===== src/rtl/block_ram_pkg.sv =====
// Shared defaults and sizing helper for the single-port block RAM.
package block_ram_pkg;

   localparam int BRAM_WIDTH_DEF      = 8;
   localparam int BRAM_DEPTH_DEF      = 8;
   localparam int BRAM_ADDR_WIDTH_DEF = 32;

   // Index width for a DEPTH-entry array; never narrower than one bit.
   function automatic int bram_idx_width(input int depth);
      return (depth > 1) ? $clog2(depth) : 1;
   endfunction

endpackage


===== src/rtl/block_ram_sp.sv =====
// Single-port synchronous RAM: write commits on the clock edge; registered read-first output.
// Optional BLOCK_RAM_OOB_FLAG_EN adds a registered out-of-range flag (oob_err).
module block_ram_sp
   import block_ram_pkg::*;
#(
   parameter int WIDTH      = BRAM_WIDTH_DEF,
   parameter int DEPTH      = BRAM_DEPTH_DEF,
   parameter int ADDR_WIDTH = BRAM_ADDR_WIDTH_DEF
) (
   input  logic                  clk,
   input  logic                  reset_n,
   input  logic [WIDTH-1:0]      data_in,
   input  logic                  wr_en,
   input  logic [ADDR_WIDTH-1:0] addr,
   output logic [WIDTH-1:0]      data_out
`ifdef BLOCK_RAM_OOB_FLAG_EN
   ,
   output logic                  oob_err
`endif
);

   localparam int IDX_W = bram_idx_width(DEPTH);
   localparam int CMP_W = (ADDR_WIDTH > 32) ? ADDR_WIDTH : 32;
   localparam logic [CMP_W-1:0] DEPTH_CMP = CMP_W'(DEPTH);

   logic [WIDTH-1:0] mem [0:DEPTH-1];

   logic [CMP_W-1:0] addr_cmp;
   logic [IDX_W-1:0] idx;
   logic             in_range;

   // Full-width compare so high address bits never alias into the array.
   assign addr_cmp = CMP_W'(addr);
   assign in_range = (addr_cmp < DEPTH_CMP);
   assign idx      = IDX_W'(addr);

   // reset_n is active-high: writes only happen while it is low.
   always_ff @(posedge clk) begin
      if (!reset_n && wr_en && in_range) begin
         mem[idx] <= data_in;
      end
   end

   // Read register samples mem before the same-edge write lands (read-first).
   always_ff @(posedge clk or posedge reset_n) begin
      if (reset_n) begin
         data_out <= '0;
      end else if (in_range) begin
         data_out <= mem[idx];
      end else begin
         data_out <= '0;
      end
   end

`ifdef BLOCK_RAM_OOB_FLAG_EN
   always_ff @(posedge clk or posedge reset_n) begin
      if (reset_n) begin
         oob_err <= 1'b0;
      end else begin
         oob_err <= ~in_range;
      end
   end
`endif

endmodule


===== config.mk =====
export PLATFORM = sky130hd
export DESIGN_NAME = block_ram_sp
export DESIGN_NICKNAME = d
export VERILOG_FILES = /design/src/rtl/block_ram_pkg.sv /design/src/rtl/block_ram_sp.sv
export SDC_FILE = /design/constraint.sdc
export NUM_CORES = 1
export LEC_CHECK = 0
export CAP_MARGIN = 20
export CORE_ASPECT_RATIO = 0.75
export CORE_UTILIZATION = 39
export CTS_CLUSTER_SIZE = 40
export DETAILED_ROUTE_END_ITERATION = 8
export GPL_ROUTABILITY_DRIVEN = 1
export PLACE_DENSITY = 0.59
export SYNTH_ARGS = -nofsm -noshare
export SYNTH_HDL_FRONTEND = slang
export SYNTH_SLANG_ARGS = --single-unit

===== constraint.sdc =====
create_clock -name clk -period 1.3 [get_ports clk]
set_input_delay 0.39 -clock clk [delete_from_list [all_inputs] [get_ports clk]]
set_output_delay 0.39 -clock clk [all_outputs]
set_load 0.1 [all_outputs]

==> run metrics <==
min-delay worst type=in2async; largest net degree at the start of global routing=13; CTS Hold Bufs=0; syn_nets=186; routed vias/inst=4.92; antenna violations before repair=0; XOR/XNOR share of the synthesized area=0%; initial DRC count=128; Post-Route WL=6.24 mm; post-place setup slack=-1.23 ns; outcome=finished, violations left; wl on met1=2.65 mm; Slew headroom=77.4%; flop-to-flop setup slack=0.05 ns; Final Setup Violations=76; post-route antenna net violation count=0; main combinational cell family by area after synthesis=multiplexers; Clock Skew=0.00612 ns; share of layout cells above drive strength 1=41.5%; crit path kind=in2reg; violated checks=negative setup slack; min Tclk post-route=1.94 ns; Boundary Pins=51; Initial Utilization=40.7%; Yosys warnings=0; sequential-to-total area share from yosys stat=75.7%; Vias=1642; RSZ-0062 raised after global routing=true; Reg2Reg Launch Point=mem[0][7]; Final nets=275; Synth Area in Compound Gates=1.38%; Simple-Gate Fraction of Synth Area=8.08%; DRT Pass-1 Iters=4; maximum VDD drop=782 µV; Cell variety after synth=24; DRC errors left=0; Cell Area, Placed=3830 µm²; Tcrit/Tclk final=149%; final slew viol count=0; reg2reg end=data_out[7]; Clk Latency, worst-skew pair=0.34 ns; clock tree root buffer cell=clkbuf_8; Post-Syn Area=2800 µm²; CTS H-tree depth=3; post-synthesis instance total=143; GRT Total Usage=18.8%; Pwr Density=1030 nW/µm²; synthesis-to-layout area growth=48.9%; Worst Setup End Kind=register; Core Region=6900 µm²; crit path max fanout=4; total gr overflow=0; Yosys reg bits=72; Yosys top cell area share=68.5%; worst-case clock buffer depth=2; total CTS buffers=9; die width=99.9 µm; WL/cell=18.7 µm; CP required=1.36 ns; # clock sinks=72; wire length on met2=3.14 mm; CTS tree=done; Lkg Pwr=1.58 nW; Area contributors post-synth=edfxtp_1 (69%), mux4_2 (13%), dfrtp_1 (7.1%), nand2_1 (2.1%), nor4_1 (1.6%); Die ar.=7540 µm²; post-synth top area cell=edfxtp_1; first-pass GRT wire length=9.73 mm; Worst-path clk slew=0.07 ns; Final Wtd Congestion=0.776; startpoint types=input port; final hold vios=0; Avg Inst Size Synth=19.6 µm²; Post-Synth Adder-Cell Area=0%; DP HPWL=4.40 mm; Row Count=26; slack of the critical path=-0.642 ns; Max-Cap Viols=0; R2R cell count=3; crit path DAT=2.00 ns; Cells after DPL=313; port bufs=50; fin cells=334; vias in the first global route=1784; post-synthesis mux area share=13.2%; setup TNS=-39.08 ns; Slew @ Worst Pin=0.338 ns; diodes inserted=0; fmax=515 MHz; design area=4180 µm²; met3 WL=377 µm; Die H=75.4 µm; Highest Signal Layer=met4
==> per-layer routing <==
metal	track usage (%)	up-vias
li1	-	761
met1	23.8	827
met2	32.1	49
met3	6.15	5
met4	4.25	0
met5	0	-
==> worst max-delay path: stages <==
cell and delay, ns:
buf_6 0.09, or4_4 0.54, nor3_4 0.17, nand4_4 0.12, buf_12 0.15, buf_12 0.12, nor4b_4 0.24, buf_4 0.18
==> timing repair <==
action / CTS / global route
resized for setup: 39 / 15
buffers inserted: 5 / 0
endpoints found under the setup margin: 80 / 80
gates cloned: 1 / 0
pin swaps: 12 / 11
==> synthesized netlist by cell type <==
master and count:
nor3_2 2, nand3_1 1, clkbuf_1 2, edfxtp_1 64, or4_4 1, nor3_1 3
nor4b_1 2, buf_2 1, inv_1 2, nor3_4 1, mux4_2 16, a21oi_1 6
nor4_1 7, buf_4 1, mux2i_1 1, nor2_1 1, dfrtp_1 8, nand2_1 16
buf_1 2, a21oi_2 1, and4_1 1, buf_6 1, nand4_2 1, nor2b_1 2
==> stage by stage <==
step                util [%]  hold slack (ns)  total power, mW
floorplan                  -            0.206             2.69
global placement        55.5            0.720             2.90
detailed placement      55.5            0.729             2.91
CTS                     59.9            0.356             4.36
global route            60.5            0.394             4.49
finish                  60.5            0.386             4.32
==> cells in the final DEF (no fill, tap or decap), drive strengths merged, types with 3 or more instances in the layout <==
master	instances
clkbuf	10
dlymetal6s2s	11
edfxtp	64
dfrtp	8
clkdlybuf4s50	17
clkinvlp	3
mux4	16
buf	45
a21oi	7
nor4	7
nand2	16
dlygate4sd2	10
nor3	6
==> final cells by class <==
type,count,area (µm²)
repair buffers,85,971
fillers,543,2720
clock buffers,10,128
clock inverters,5,35.0
inverters,2,7.51
well taps,98,123
multi-input cells,62,790
flip-flops and latches,72,2120
==> how the worst max path moves through the flow <==
| stage | start | to | slack (ns) | depth (start not counted) |
|---|---|---|---|---|
| 2_1_floorplan | addr[26] | mem[2][0] | -0.82 | 4 |
| 3_3_place_gp | addr[26] | mem[1][2] | -1.20 | 7 |
| 3_5_place_dp | addr[26] | mem[1][3] | -1.23 | 7 |
| 4_1_cts | addr[23] | mem[4][6] | -0.75 | 8 |
| 5_1_grt | addr[23] | mem[4][6] | -0.70 | 8 |
| 6_report | addr[23] | mem[4][6] | -0.64 | 8 |
==> power by group <==
group          switching [mW]  total (mW)  internal [mW]
logic                   0.152       0.344          0.192
clock network           0.780        1.46          0.677
registers      0.000000000611        2.52           2.52
==> flip-flops by register name, summed over array words and instances (netlist names) <==
register / count
mem: 64
data_out: 8
==> kinds of logic after synthesis <==
logic type,count (synthesis)
muxes,17
AOI/OAI and AO/OA,7
and+or+nand+nor,38
DFF,72
buffers and inverters,9
(Power assumes the default switching activity.)
==> edit 1, RTL diff (same flow settings) <==
Set the package constant `BRAM_WIDTH_DEF` to 12 (it was 8).
--- a/src/rtl/block_ram_pkg.sv
+++ b/src/rtl/block_ram_pkg.sv
@@ -2,5 +2,5 @@
 package block_ram_pkg;
 
-   localparam int BRAM_WIDTH_DEF      = 8;
+   localparam int BRAM_WIDTH_DEF      = 12;
    localparam int BRAM_DEPTH_DEF      = 8;
    localparam int BRAM_ADDR_WIDTH_DEF = 32;
Interface: changed (resized data_in and data_out); port bits go from 51 to 59. The function was not compared with the original's and may differ.
==> edit 1 against the original RTL <==
  * The run still ends with setup timing left
  * Worst setup slack better by 310 ps
  * Power rose by 55%
  * Synthesized area increased by 48%
  * Sequential cell count grew 36
  * Routed wire length is 38% higher
  * Global-route usage is 1.8 points lower
  * Cell count grew 31%
  * First-iteration DRC count shrank 25%
  * Sequential power increased by 50%
  * Cell area is 45% higher
  * Largest cell class unchanged
==> edit 1: results (changes against the original RTL) <==
| Metric | Value |
|---|---|
| Vias in the first global route | `2374 (+33%)` |
| Worst setup margin | `-333 ps (+309 ps)` |
| Multi-Input Combinational | `76 (+23%)` |
| Net count after synthesis | `244 (+31%)` |
| Violated checks | `setup timing` |
| Placed cell areas | `5460 um^2 (+43%)` |
| Global-route wire length before repair | `13100 um (+35%)` |
| Multi-input combinational area share | `20.3% (+1.4 points)` |
| Critical path startpoint | `addr[15]` |
| Input/output buffers | `58 (+16%)` |
| Seq cells | `108 (+50%)` |
| Nets | `344 (+25%)` |
| Outcome | `finished with violations` |
| Root buf cell | `clkbuf_16` |
| Drt via density | `5.16 (+5.0%)` |
| Critical path's top delay family | `buffers and inverters` |
| Nonclk inv count | `1 (-1)` |
| EDFF count, synth | `96 (+50%)` |
| Worst EP arrival | `1690 ps (-310 ps)` |
| Post-DP HPWL | `5890 um (+34%)` |
| GRT Overall Usage | `16.9% (-1.8 points)` |
| Dpl ws | `-1010 ps (+225 ps)` |
| Final wirelength | `8620 um (+38%)` |
| Share of the yosys chip area belonging to registers | `76.9% (+1.2 points)` |
| Met3 WL post-DR | `569 um (+51%)` |
| Post-synth top cells | `edfxtp_1 (96), mux4_2 (24), nor3_1 (15)` |
| Placed Cells | `414 (+32%)` |
| Synth top area cells | `edfxtp_1 (70%), mux4_2 (13%), dfrtp_1 (7.3%)` |
| Sum Neg Setup Slack | `-30400 ps (+8680 ps)` |
| Yosys cell types | `17 (-29%)` |
| Largest regs | `mem x96, data_out x12` |
| M2 GR Usage | `26.6% (-5.5 points)` |
| Reg2reg end | `data_out[0]$_DFF_PP0_` |
| Fill count | `765 (+41%)` |
| Syn avg cell area | `21.0 um^2 (+7.2%)` |
| Highest-delay cell along the critical path | `nor4_4` |
| Gpl congestion | `0.746 (-3.9%)` |
| Final Setup Violations | `112 (+47%)` |
| Clock Skew | `3.96 ps (-2.15 ps)` |
==> edit 1: changes by cell type after synthesis, sizes merged, moves of 4 or more <==
cell	delta
edfxtp	+32
clkbuf	+5
a21oi	-7
nor3	+9
mux2i	+11
nor4	+5
nand2	-14
dfrtp	+4
mux4	+8
==> edit 1: cells by family (layout without fill, tap and decap cells) <==
kind of cell	count (synthesis)	in the layout	share of synthesized area, %
buffers and inverters	13	118	1.78
muxes	36	36	16.0
and+or+nand+nor	40	40	5.35
DFF	108	108	76.9
==> edit 1: timing repair <==
| action | in CTS | in global routing |
|---|---|---|
| buffers inserted | 7 | 3 |
| pin swaps | 21 | 11 |
| gates cloned | 1 | 0 |
| setup endpoints to repair | 120 | 120 |
| resized for setup | 143 | 23 |
==> edit 1: report_power, final <==
group              switching (W)  internal (W)
sequential     0.000000000000972       0.00377
clock                    0.00116       0.00130
combinational           0.000216      0.000254
==> edit 2, RTL diff (same flow settings) <==
Without the edit above. Register the inputs `data_in`, `wr_en` and `addr` before use, cleared by the reset. The logic sees them one clock later.
--- a/src/rtl/block_ram_sp.sv
+++ b/src/rtl/block_ram_sp.sv
@@ -24,4 +24,20 @@
    localparam logic [CMP_W-1:0] DEPTH_CMP = CMP_W'(DEPTH);
 
+   logic [WIDTH-1:0] data_q;
+   logic wr_en_q;
+   logic [ADDR_WIDTH-1:0] addr_q;
+
+   always_ff @(posedge clk or posedge reset_n) begin
+      if (reset_n) begin
+         data_q  <= '0;
+         wr_en_q <= '0;
+         addr_q  <= '0;
+      end else begin
+         data_q  <= data_in;
+         wr_en_q <= wr_en;
+         addr_q  <= addr;
+      end
+   end
+
    logic [WIDTH-1:0] mem [0:DEPTH-1];
 
@@ -31,12 +47,12 @@
 
    // Full-width compare so high address bits never alias into the array.
-   assign addr_cmp = CMP_W'(addr);
+   assign addr_cmp = CMP_W'(addr_q);
    assign in_range = (addr_cmp < DEPTH_CMP);
-   assign idx      = IDX_W'(addr);
+   assign idx      = IDX_W'(addr_q);
 
    // reset_n is active-high: writes only happen while it is low.
    always_ff @(posedge clk) begin
-      if (!reset_n && wr_en && in_range) begin
-         mem[idx] <= data_in;
+      if (!reset_n && wr_en_q && in_range) begin
+         mem[idx] <= data_q;
       end
    end
Formal check against the unedited RTL: not equivalent (a bounded check fails within 4 cycles, from zero or initial values and one cycle with reset_n high).
==> edit 2 against the original RTL <==
  * Critical path depth down 2
  * Routed wire length up 34%
  * Synthesized area up 41%
  * Power up 110%
  * The flow still finishes with violations (setup timing)
  * Cell area up 37%
  * Sequential cell count up 41
  * Worst setup slack worse by 89 ps
  * Clock power rose to 3.2 times the old value
  * Non-clock buffer count up 2
==> edit 2: results (changes against the original RTL) <==
| Metric | Value |
|---|---|
| H-tree Lvls | `4 (+1)` |
| Worst setup margin | `-731 ps (-88.6 ps)` |
| Leakage | `2.16 nW (+37%)` |
| Root buf cell | `clkbuf_16` |
| Worst skew pair latency | `400 ps (+60 ps)` |
| Post-synthesis async set-or-reset flop share | `43.4% (+32 points)` |
| Compound-Gate Fraction of Synth Area | `3.29% (+1.9 points)` |
| Routed via count | `2206 (+34%)` |
| Clk power | `0.00466 W (+220%)` |
| Drt initial violations | `137 (+7.0%)` |
| Outcome | `finished with violations` |
| Violated checks | `setup timing` |
| Clock Skew | `7.76 ps (+1.64 ps)` |
| Switching share of total power | `19.4% (-2.2 points)` |
| Final std cells w/o fill | `448 (+34%)` |
| Gate power share | `4.2% (-3.8 points)` |
| Int Pwr | `0.00723 W (+110%)` |
| Synth Cell Area | `3950 um^2 (+41%)` |
| Placed cell areas | `5050 um^2 (+32%)` |
| CP Max Fanout | `10 (+6)` |
| Worst EP arrival | `2150 ps (+150 ps)` |
| Syn avg cell area | `19.0 um^2 (-3.1%)` |
| Reg clk slew, reported paths | `50 ps (-20 ps)` |
| Post-DP HPWL | `5780 um (+31%)` |
| Largest family of logic cells by synthesized area | `simple AND/OR/NAND/NOR gates` |
| Num CTS Buffers | `17 (+8)` |
| Max VDD drop | `0.960 mV (+23%)` |
| Final wirelength | `8390 um (+34%)` |
| Final Setup Violations | `80 (+5.3%)` |
| Gpl congestion | `0.765 (-1.5%)` |
| Post-synth top cells | `edfxtp_1 (64), dfrtp_1 (49), nand2_1 (10)` |
| Hold WC Path Type | `in2reg` |
| Worst-margin pin slew | `545 ps (+208 ps)` |
| Post-synthesis mux area share | `7.19% (-6.0 points)` |
| Critical path startpoint | `addr_cmp[29]$_DFF_PP0_` |
| GRT Overall Usage | `18.6% (-0.17 points)` |
| Nets | `346 (+26%)` |
| Global-route wire length before repair | `13400 um (+38%)` |
| Synth top area cells | `edfxtp_1 (49%), dfrtp_1 (31%), mux4_2 (4.6%)` |
| Dpl ws | `-815 ps (+419 ps)` |
## edit 2: changes by cell type in the layout (fill, tap and decap cells not counted), moves of 10 or more
cell,change
dfrtp_1,+41
clkdlybuf4s50_1,+25
clkbuf_16,+17
dlymetal6s2s_1,-11
dlygate4sd2_1,-10
## edit 2: cell type report
cell class,instances,area (um^2)
multi-input cells,80,890
repair buffers,87,915
flip-flops and latches,113,3150
fillers,714,4000
inverters,4,18.8
well taps,132,165
clock buffers,18,429
clock inverters,14,170
## edit 2: worst register-to-register path, delay by kind of cell, from the launching register on
family	cells	cell delay, ps
buffers and inverters	2	350
flip-flops	1	350
AND/OR/NAND/NOR	4	1050
## edit 2: metal layers
| layer | wire [um] | track usage (%) |
|---|---|---|
| met5 | 0 | 0 |
| met4 | 40 | 7.34 |
| met3 | 661 | 6.82 |
| met2 | 3730 | 25.6 |
| met1 | 3960 | 26.8 |
## edit 2: timing repair
action	in CTS	in global routing
gates resized for setup	14	4
buffers inserted	1	0
pin swaps	0	1
setup endpoints to repair	80	80
